--- src/rtl/emu_replay_port_unpack.sv ---
// Host-to-model replay port: reassembles STREAM_WIDTH host words into DATA_WIDTH payloads and queues them for the model.
// Optional build macro: EMU_REPLAY_PORT_PADCHECK_EN (sticky flag for non-zero discarded bits on the last word).
module emu_replay_port_unpack #(
    parameter int unsigned DATA_WIDTH   = 1,
    parameter int unsigned STREAM_WIDTH = 32,
    parameter int unsigned FIFO_DEPTH   = 4
) (
    input  logic                    clk,
    input  logic                    rst,
    input  logic                    replay_valid,
    output logic                    replay_ready,
    input  logic [STREAM_WIDTH-1:0] replay_data,
    output logic                    tk_data_valid,
    input  logic                    tk_data_ready,
    output logic [DATA_WIDTH-1:0]   data,
    output logic                    pad_error
);

    localparam int unsigned BEATS  = (DATA_WIDTH + STREAM_WIDTH - 1) / STREAM_WIDTH;
    localparam int unsigned BEAT_W = (BEATS > 1) ? $clog2(BEATS) : 1;
    localparam int unsigned IDX_W  = $clog2(FIFO_DEPTH);
    localparam int unsigned PTR_W  = IDX_W + 1;
    localparam int unsigned PAD_W  = BEATS * STREAM_WIDTH - DATA_WIDTH;
    localparam logic [BEAT_W-1:0] LAST_BEAT = BEAT_W'(BEATS - 1);

    logic [BEAT_W-1:0]     beat;
    logic [DATA_WIDTH-1:0] asm_q;
    logic [DATA_WIDTH-1:0] payload_c;
    logic [PTR_W-1:0]      wr_ptr;
    logic [PTR_W-1:0]      rd_ptr;
    logic [DATA_WIDTH-1:0] mem [FIFO_DEPTH];

    logic is_last;
    logic fifo_full;
    logic fifo_empty;
    logic accept;
    logic push;
    logic pop;

    assign is_last    = (beat == LAST_BEAT);
    assign fifo_full  = (wr_ptr[IDX_W-1:0] == rd_ptr[IDX_W-1:0]) && (wr_ptr[IDX_W] != rd_ptr[IDX_W]);
    assign fifo_empty = (wr_ptr == rd_ptr);

    // Ready depends only on registered state; a pop never frees a slot in the same cycle.
    assign replay_ready  = !is_last || !fifo_full;
    assign accept        = replay_valid && replay_ready;
    assign push          = accept && is_last;
    assign tk_data_valid = !fifo_empty;
    assign pop           = tk_data_valid && tk_data_ready;
    assign data          = mem[rd_ptr[IDX_W-1:0]];

    // Current word merged over the partial assembly at its beat position; bits past DATA_WIDTH fall away.
    for (genvar i = 0; i < DATA_WIDTH; i++) begin : g_merge
        assign payload_c[i] = (beat == BEAT_W'(i / STREAM_WIDTH)) ? replay_data[i % STREAM_WIDTH]
                                                                  : asm_q[i];
    end

    // Beat counter and assembly register
    always_ff @(posedge clk or posedge rst) begin
        if (rst) begin
            beat  <= '0;
            asm_q <= '0;
        end else if (accept) begin
            if (is_last) begin
                beat  <= '0;
                asm_q <= '0;
            end else begin
                beat  <= beat + BEAT_W'(1);
                asm_q <= payload_c;
            end
        end
    end

    // Payload FIFO pointers
    always_ff @(posedge clk or posedge rst) begin
        if (rst) begin
            wr_ptr <= '0;
            rd_ptr <= '0;
        end else begin
            if (push) begin
                wr_ptr <= wr_ptr + PTR_W'(1);
            end
            if (pop) begin
                rd_ptr <= rd_ptr + PTR_W'(1);
            end
        end
    end

    // Payload FIFO storage, cleared on reset so data reads zero
    always_ff @(posedge clk or posedge rst) begin
        if (rst) begin
            for (int unsigned i = 0; i < FIFO_DEPTH; i++) begin
                mem[i] <= '0;
            end
        end else if (push) begin
            mem[wr_ptr[IDX_W-1:0]] <= payload_c;
        end
    end

`ifdef EMU_REPLAY_PORT_PADCHECK_EN
    if (PAD_W > 0) begin : g_pad
        logic pad_hit;
        assign pad_hit = |replay_data[STREAM_WIDTH-1 -: PAD_W];

        always_ff @(posedge clk or posedge rst) begin
            if (rst) begin
                pad_error <= 1'b0;
            end else if (push && pad_hit) begin
                pad_error <= 1'b1;
            end
        end
    end else begin : g_no_pad
        assign pad_error = 1'b0;
    end
`else
    logic unused_replay;
    assign unused_replay = ^replay_data;
    assign pad_error     = 1'b0;
`endif

endmodule
--- config.mk ---
export PLATFORM = sky130hd
export DESIGN_NAME = emu_replay_port_unpack
export DESIGN_NICKNAME = d
export VERILOG_FILES = /design/src/rtl/emu_replay_port_unpack.sv
export SDC_FILE = /design/constraint.sdc
export NUM_CORES = 1
export LEC_CHECK = 0
export CAP_MARGIN = 10
export CORE_MARGIN = 1
export CORE_UTILIZATION = 32
export CTS_CLUSTER_DIAMETER = 40
export CTS_CLUSTER_SIZE = 12
export DETAILED_ROUTE_END_ITERATION = 16
export PLACE_DENSITY = 0.74
export SLEW_MARGIN = 10
export SYNTH_ARGS = -nofsm -noshare
export SYNTH_HDL_FRONTEND = slang
export SYNTH_SLANG_ARGS = --single-unit
--- constraint.sdc ---
create_clock -name clk -period 1.4 [get_ports clk]
set_input_delay 0.35 -clock clk [delete_from_list [all_inputs] [get_ports clk]]
set_output_delay 0.35 -clock clk [all_outputs]
set_load 0.02 [all_outputs]
==> flow_summary.json <==
{
  "p_per_area_mw_per_mm2": 3260,
  "placement.io_buffers": 7,
  "critical-path-slowest-cell": "dfrtp_1",
  "worstSetupPathDepth": 3,
  "root_buffer": "clkbuf_4",
  "floorplan.io_pins": 40,
  "detailed_place_hpwl_mm": 1.02,
  "grtUsageTotal": 0.163,
  "synthesis.area_per_instance_um2": 11.5,
  "synth_sequential_area_ratio": 0.382,
  "endpoint_kind": "output port",
  "final-hold-violation-count": 0,
  "clock_insertion_delay_worst_skew_ps": 260,
  "post_synth_num_cell_types": 24,
  "criticalPathCategory": "flip-flop to output port",
  "fin_ws_ps": -322,
  "power.share.clock": 0.070,
  "share_seq_of_total_power": 0.157,
  "pwr-share-comb": 0.773,
  "worst_hold_path_type": "primary input to asynchronous set/reset pin",
  "run_status": "complete, but fails checks",
  "finish.cell_count_without_fillers": 112,
  "post-place-cells": 101,
  "cell_internal_pwr_mw": 2.11,
  "clock_tree.htree_level_count": 1,
  "switching_share": 0.427,
  "detailed_place.area_um2": 847,
  "via_count_of_the_first_global_routing_pass": 502,
  "gr-total-overflow": 0,
  "fin_crit_ps": 1720,
  "detail-route-antenna-nets": 0,
  "initial_core_util": 0.359,
  "cp-start-kind": "flip-flop",
  "leakage_nw": 0.478,
  "r2r_cells": 5,
  "synth_cells": 57,
  "max_cap_violations": 0,
  "wl_mm": 1.73,
  "synth.yosys.warnings": 0,
  "area_delta_synth_final_pct": 72.1,
  "layout-drive-gt1-share": 0.598,
  "crit_arrival_ps": 1370,
  "fmax_ghz": 0.581,
  "netSwitchingPower_mw": 1.57,
  "layout.cell_area.non_filler_mm2": 0.00113,
  "path_clk_slew_ps": 70,
  "syn_nets": 98,
  "insertedDiodeCount": 0,
  "critPathMaxFanout": 2,
  "timing.final.max_slew_violations": 0,
  "timing.final.setup_violations": 13,
  "worst-endpoint-required_ps": 1050,
  "skew_ps": 3.16,
  "cts.path.max_buffers": 2,
  "synth_async_sr_flop_share": 1.00,
  "cts_buffers": 3,
  "core_area_mm2": 0.00182,
  "vias_per_cell": 4.81,
  "flip_flop_and_latch_count_after_synthesis": 10,
  "yosys_most_used_dff": "dfrtp_1",
  "drc_errors": 0,
  "route.detailed.wl_per_inst_um": 15.4,
  "die_width_um": 47.2,
  "grt_start_max_net_pins": 11,
  "dr.pass1.iters": 4,
  "worst-path-buf-inv": 1,
  "rsz0062_at_grt": "true",
  "nNetsFinal": 129,
  "clock-sinks": 10,
  "period_share": 1.23,
  "critPathTopFamily": "flip-flops",
  "critical_path.max_stage_delay_ps": 410,
  "floorplan.rows": 15,
  "die_area_mm2": 0.00223,
  "global_route_wire_length_before_repair_mm": 2.37,
  "synth_enable_flop_cells": 0,
  "number_of_drc_violations_after_detailed_routing_iteration_0": 4,
  "synth.cell_area_um2": 654,
  "initial_antenna_violation_count": 0,
  "ir_worst_vdd_uv": 1640,
  "worstPathCellList": "xor2_2 > or3_4 > buf_6",
  "place_congestion": 0.731,
  "failed_checks": "negative setup slack",
  "via_count": 539,
  "fp.dieH_um": 47.2,
  "tritoncts": "done"
}
-- sequential cells by signal, summed over array words and instances, names as in the netlist --
name,count
mem,4
rd_ptr,3
wr_ptr,3
-- metal layers --
metal	track usage	vias to the layer above	share of wire
met4	0.0857	0	0.028
li1	-	258	-
met2	0.277	15	0.53
met1	0.196	260	0.42
met5	0	-	0
met3	0.0269	6	0.026
-- cell type report --
cell class,count,area (µm²)
Tap cell,25,31.3
Sequential cell,10,251
Inverter,4,15.0
Timing Repair Buffer,28,260
Fill cell,133,694
Multi-Input combinational cell,41,532
Clock buffer,4,36.3
-- through the flow --
stage	utilization	power, mW	TNS (ps)	hold WS, ps	setup WS (ps)
after floorplan	-	1.55	-49.1	190	-49.1
after global placement	0.465	2.19	-2640	469	-400
after detailed placement	0.465	2.25	-2800	474	-409
after CTS	0.572	3.27	-1570	383	-304
after global routing	0.619	3.87	-2400	399	-352
final	0.619	3.67	-1840	371	-322
-- kinds of logic after synthesis --
group	share of synthesized area
AO/OA/AOI/OAI	0.126
flip-flops	0.382
AND/OR/NAND/NOR	0.0726
XOR/XNOR	0.128
multiplexers	0.138
buffers and inverters	0.0516
adder cells (fa/ha/maj)	0.0956
other	0.00573
-- power groups by stage --
| stage | Clock [mW] | Sequential [mW] | Combinational (mW) |
|---|---|---|---|
| global route | 0.272 | 0.599 | 3.00 |
| global placement | 0 | 0.547 | 1.64 |
| floorplan | 0 | 0.612 | 0.942 |
| detailed placement | 0 | 0.558 | 1.69 |
| finish | 0.257 | 0.578 | 2.84 |
| CTS | 0.263 | 0.556 | 2.45 |
-- synthesized netlist by cell type, types with 2 or more instances --
cell	instances	area share
mux2_1	6	0.10
inv_1	4	0.023
dfrtp_1	10	0.38
nand2_1	4	0.023
or3_1	2	0.019
ha_1	5	0.096
a31oi_1	5	0.048
xnor2_2	2	0.050
xor2_1	3	0.040
nand3_1	2	0.015
-- worst reg2reg max path, stage by stage, from the launching register on --
cell and delay (ps):
dfrtp_1 410, xor2_2 200, buf_4 160, buf_6 130, o31ai_4 220, mux2_4 320
-- what timing repair did --
item,CTS,global route
setup endpoints to repair,12,13
hold buffers,0,0
buffers inserted,2,5
hold endpoints to repair,0,0
resized for setup,39,12
pin swaps,8,8
-- worst paths after layout --
kind,from,end,slack (ps)
max in group asynchronous,rst,rd_ptr[1],720
hold reg to reg,mem[1],mem[1],500
setup / recovery,wr_ptr[2],tk_data_valid,-320
min in group clk,mem[1],mem[1],500
hold / removal,rst,wr_ptr[1],370
setup reg to reg,wr_ptr[2],rd_ptr[1],-160
-- cell usage in the layout, fill, tap and decap left out, drive strengths merged --
cell	instances
or3	2
conb	1
xnor2	3
nand2	4
inv	4
ha	5
o311ai	1
xor2	4
mux4	1
nand3	2
clkdlybuf4s50	4
a31o	1
dfrtp	10
a21o	1
buf	24
o21ai	1
o31ai	1
nor2	1
a31oi	6
clkbuf	4
mux2	6
nor2b	1
(Power assumes the default switching activity.)
